$ cat src/rtl/fifo_burst_reader.sv
// fifo_burst_reader: drains a length-limited burst from a show-ahead FIFO
// into a registered valid/ready output stage.
package fifo_burst_reader_pkg;
  typedef logic [31:0] uint32_t;
  typedef enum logic [1:0] {
    IDLE,
    READ,
    FLUSH
  } state_t;
endpackage

module fifo_burst_reader
  import fifo_burst_reader_pkg::*;
#(
  parameter type fifo_t = uint32_t,
  parameter int MAX_BURST = 256,
  localparam int LEN_W = $clog2(MAX_BURST) + 1
) (
  input  logic             clk,
  input  logic             rst_n,
  input  logic             cmd_valid,
  output logic             cmd_ready,
  input  logic [LEN_W-1:0] cmd_len,
  input  logic             fifo_empty,
  input  fifo_t            fifo_data,
  output logic             fifo_pop,
  output logic             out_valid,
  input  logic             out_ready,
  output fifo_t            out_data,
  output logic             out_last,
  output logic             busy,
  output logic             done
);

  localparam logic [LEN_W-1:0] MAX_LEN = LEN_W'(MAX_BURST);
  localparam logic [LEN_W-1:0] ONE = LEN_W'(1);

  state_t           state;
  logic [LEN_W-1:0] remaining;
  logic [LEN_W-1:0] clip_len;
  logic             done_q;
  logic             cmd_fire;
  logic             out_fire;
  logic             pop;
  logic             last_fire;

  assign clip_len = (cmd_len > MAX_LEN) ? MAX_LEN : cmd_len;
  assign cmd_fire = cmd_valid && cmd_ready;
  assign out_fire = out_valid && out_ready;

  // A pop refills the output register, so it may only happen
  // when that register is empty or being drained this cycle.
  assign pop = rst_n
            && (state == READ)
            && (remaining != '0)
            && !fifo_empty
            && (!out_valid || out_ready);

  assign last_fire = (state == FLUSH) && out_fire && out_last;

  assign fifo_pop  = pop;
  assign cmd_ready = (state == IDLE);
  assign busy      = rst_n && (state != IDLE);
  assign done      = rst_n && (done_q || last_fire);

  always_ff @(posedge clk) begin
    if (!rst_n) begin
      state     <= IDLE;
      remaining <= '0;
      done_q    <= 1'b0;
      out_valid <= 1'b0;
      out_last  <= 1'b0;
      out_data  <= '0;
    end else begin
      done_q <= 1'b0;

      unique case (state)
        IDLE: begin
          if (cmd_fire) begin
            remaining <= clip_len;
            if (clip_len != '0) begin
              state <= READ;
            end else begin
              done_q <= 1'b1;
            end
          end
        end
        READ: begin
          if (pop) begin
            remaining <= remaining - ONE;
            if (remaining == ONE) begin
              state <= FLUSH;
            end
          end
        end
        FLUSH: begin
          if (last_fire) begin
            state <= IDLE;
          end
        end
        default: begin
          state <= IDLE;
        end
      endcase

      if (pop) begin
        out_data  <= fifo_data;
        out_valid <= 1'b1;
        out_last  <= (remaining == ONE);
      end else if (out_fire) begin
        out_valid <= 1'b0;
        out_last  <= 1'b0;
      end
    end
  end

endmodule

$ cat config.mk
export PLATFORM = sky130hd
export DESIGN_NAME = fifo_burst_reader
export DESIGN_NICKNAME = d
export VERILOG_FILES = /design/src/rtl/fifo_burst_reader.sv
export SDC_FILE = /design/constraint.sdc
export NUM_CORES = 1
export LEC_CHECK = 0
export BUFFER_PORTS_ARGS = -buffer_cell sky130_fd_sc_hd__buf_2
export CAP_MARGIN = 20
export CORE_MARGIN = 5
export CORE_UTILIZATION = 47
export DETAILED_ROUTE_END_ITERATION = 7
export PLACE_DENSITY = 0.79
export SYNTH_ARGS = -nofsm -noshare
export SYNTH_HDL_FRONTEND = slang
export SYNTH_SLANG_ARGS = --single-unit
$ cat constraint.sdc
create_clock -name clk -period 2.4 [get_ports clk]
set_clock_uncertainty 0.2 [all_clocks]
set_input_delay 0 -clock clk [delete_from_list [all_inputs] [get_ports clk]]
set_output_delay 0 -clock clk [all_outputs]
set_load 0.03 [all_outputs]
==> out/results.ini <==
[outcome]
status=completed

[sta]
hold_viol_final=0
finalMaxSlewViolations=0
max_freq_mhz=430
fin_tns_setup_ns=0
setup_slack_ns=0.0747
fin_crit_ns=2.33
setup_viol=0
finalCritPeriodShare_pct=96.9
max_slew.worst_pin.slew_ns=0.511
rsz0062_at_grt=no
slew_headroom_pct=65.9

[cts]
htreeDepth=2
cts_num_sinks=46
cts_setup_buffers=0
root_buffer=clkbuf_8
clk_pin_slew_ns=0.09
worstSkewPairLatency_ns=0.29
clockBufferDepth=2
cts_tree=done
cts_buffers=5

[critical_path]
critPathCaptureType=flip-flop
path_class=flip-flop to flip-flop
reg2reg_to=state[0]
cp_cell_sequence=nor3_4, and2_1, and4b_1, o22a_1, dlygate4sd3_1, nor2_1
required_ns=2.38
arrival_ns=2.30
crit_buf_inv=1
critPathSlowestCell=dlygate4sd3_1
r2r_cells=6
r2r_setup_slack_ns=0.07
worstPathMaxFanout=6
timing.rr.start=remaining[3]
max_stage_delay_ns=0.56
crit_family=simple AND/OR/NAND/NOR gates
startpoint_type=flip-flop

[synthesis]
synth_flop_cell=dfxtp_1
synth-warning-count=0
syn_inst=250
synth.avg_cell_area_um2=7.96
ys_seq_area_share_pct=46.3
async_flop_share_pct=0
synth_edf_count=0
synth-seq-cells=46
syn_nets=299
synth.distinct_cells=42
synth_area_um2=1990

[floorplan]
ios=84
num_rows=23
start_util_pct=49.0
coreArea_um2=4060
dieHeight_um=75.1
dieArea_um2=5630
dieWidth_um=75.1

[cells_and_area]
stdcell_area_um2=3070
seq_area_um2=921
multi_input_area_um2=1000
fillers=275
drive_gt1_share_pct=27.5
postLayoutCoreUtil_pct=75.7
areaGrowthSynthToFinish_pct=54.5
nNetsFinal=430

[detailed_routing]
vias_per_cell=5.19
routed_wl_mm=6.48
drcViolationCount=0
drt_iter0_drc=192
vias=2246
ant_nets=0
wire_per_inst_um=15.0
drt_first_pass_iters=4

[grt]
grt_max_degree=33
grt_pass1_wl_mm=9.94
gr-total-overflow=0
track_usage_pct=23.0
antenna_found_initial=1
grt_pass1_vias=2313

[worst_hold_path]
min_delay_path_depth=5
hp-class=input pin to flip-flop
holdPathEnd=out_last
hp-start=fifo_empty

[power]
powerDensity_nw_per_um2=582
vdd_ir_drop_max_mv=0.472
total_power_w=0.00179
leakagePower_nw=1.34

[placed_design]
place_congestion=0.904
io_buffer_count=83
place_hpwl_mm=3.70
place_area_um2=2440
pre_cts_ws_ns=0.473

[job]
maxCapViolations=0

-- flip-flops by register name (all words and copies together), names as in the netlist --
register / count
out_last: 1
state: 2
done_q: 1
remaining: 9
out_data: 32
out_valid: 1
-- how the worst max path moves through the flow --
stage | startpoint | endpoint | slack (ns) | cells after the start
final | remaining[3] | state[0] | 0.07 | 6
after global routing | cmd_len[3] | done_q | 0.01 | 8
after CTS | remaining[3] | state[0] | 0.1 | 6
after detailed placement | remaining[3] | remaining[1] | 0.47 | 5
after global placement | remaining[6] | remaining[1] | 0.57 | 5
after floorplan | state[0] | remaining[0] | 0.51 | 5
-- cell usage in the layout, fill, tap and decap left out, types with 2 or more instances in the layout --
| cell type | synthesis | final |
|---|---|---|
| buf_2 | 7 | 83 |
| nand2_1 | 69 | 69 |
| dlygate4sd3_1 | 0 | 50 |
| dfxtp_1 | 46 | 46 |
| a21oi_1 | 39 | 39 |
| nor2_1 | 16 | 16 |
| o211ai_1 | 6 | 6 |
| o31ai_1 | 6 | 6 |
| nor2b_1 | 5 | 5 |
| a31oi_1 | 5 | 5 |
| clkbuf_8 | 0 | 5 |
| buf_4 | 0 | 5 |
| and2_1 | 4 | 4 |
| inv_1 | 3 | 3 |
| nand3b_1 | 3 | 3 |
| ha_1 | 3 | 3 |
| nand2b_1 | 2 | 2 |
| o21ai_0 | 2 | 2 |
| nor3b_1 | 2 | 2 |
-- cells by family after synthesis --
family                     count (synthesis)  share of synthesized area (%)
xor gates and xnor gates                   1                          0.440
DFF                                       46                           46.3
buffers and inverters                     19                           4.40
and+or+nand+nor                          115                           26.9
adders and majority gates                  3                           1.89
AOI/OAI and AO/OA                         66                           20.1
-- where the power goes --
part           total [W]  switching, W  leakage (nW)  internal (W)
combinational   0.000387      0.000214         0.907      0.000173
sequential      0.000824     0.0000299         0.373      0.000794
clock           0.000579      0.000267        0.0585      0.000312
-- through the flow --
stage | cells | hold slack, ns
final | 433 | 0.0573
after global routing | 433 | 0.120
after CTS | 432 | 0.0600
after detailed placement | 374 | 0.0459
after global placement | 374 | 0.0404
after floorplan | 250 | -0.0640
-- cell usage after synthesis (all sizes together) (3+ instances only) --
master,number,area [µm²]
a21oi,40,211
a31oi,5,31.3
and2,4,25.0
buf,8,46.3
clkbuf,6,22.5
dfxtp,46,921
ha,3,37.5
inv,4,15.0
nand2,70,265
nand3b,3,22.5
nor2,17,66.3
nor2b,5,31.3
nor4,3,25.0
o211ai,6,45.0
o31ai,6,45.0
-- worst reg2reg max path: cells and delay by family (launching register included) --
family                 cells  cell delay (ns)
and+or+nand+nor            4             0.92
buffers and inverters      1             0.56
DFF                        1             0.39
AOI/OAI and AO/OA          1             0.14
-- cell type report --
cell class              count  share of cell area [%]
flip-flops and latches     46                    30.0
inverters                   5                   0.611
well taps                  50                    2.04
clock buffers               5                    2.24
diodes                      1                  0.0814
repair buffers            138                    31.0
multi-input cells         185                    32.6
clock inverters             3                    1.43
-- metal layers --
| layer | routed length [µm] | vias up | part of all wire [%] | global-route usage [%] |
|---|---|---|---|---|
| met5 | 0 | - | 0 | 0 |
| met4 | 249 | 0 | 3.8 | 15.4 |
| met3 | 405 | 24 | 6.3 | 3.74 |
| met2 | 3360 | 96 | 52 | 41.1 |
| met1 | 2470 | 1013 | 38 | 24.6 |
| li1 | - | 1113 | - | - |
-- what timing repair did --
item / in CTS / in global routing
endpoints found under the setup margin: 0 / 2
endpoints found under the hold margin: 46 / 0
hold buffers: 50 / 0
gates resized for setup: 0 / 3
Note: power is estimated with default switching activity, not from simulation.
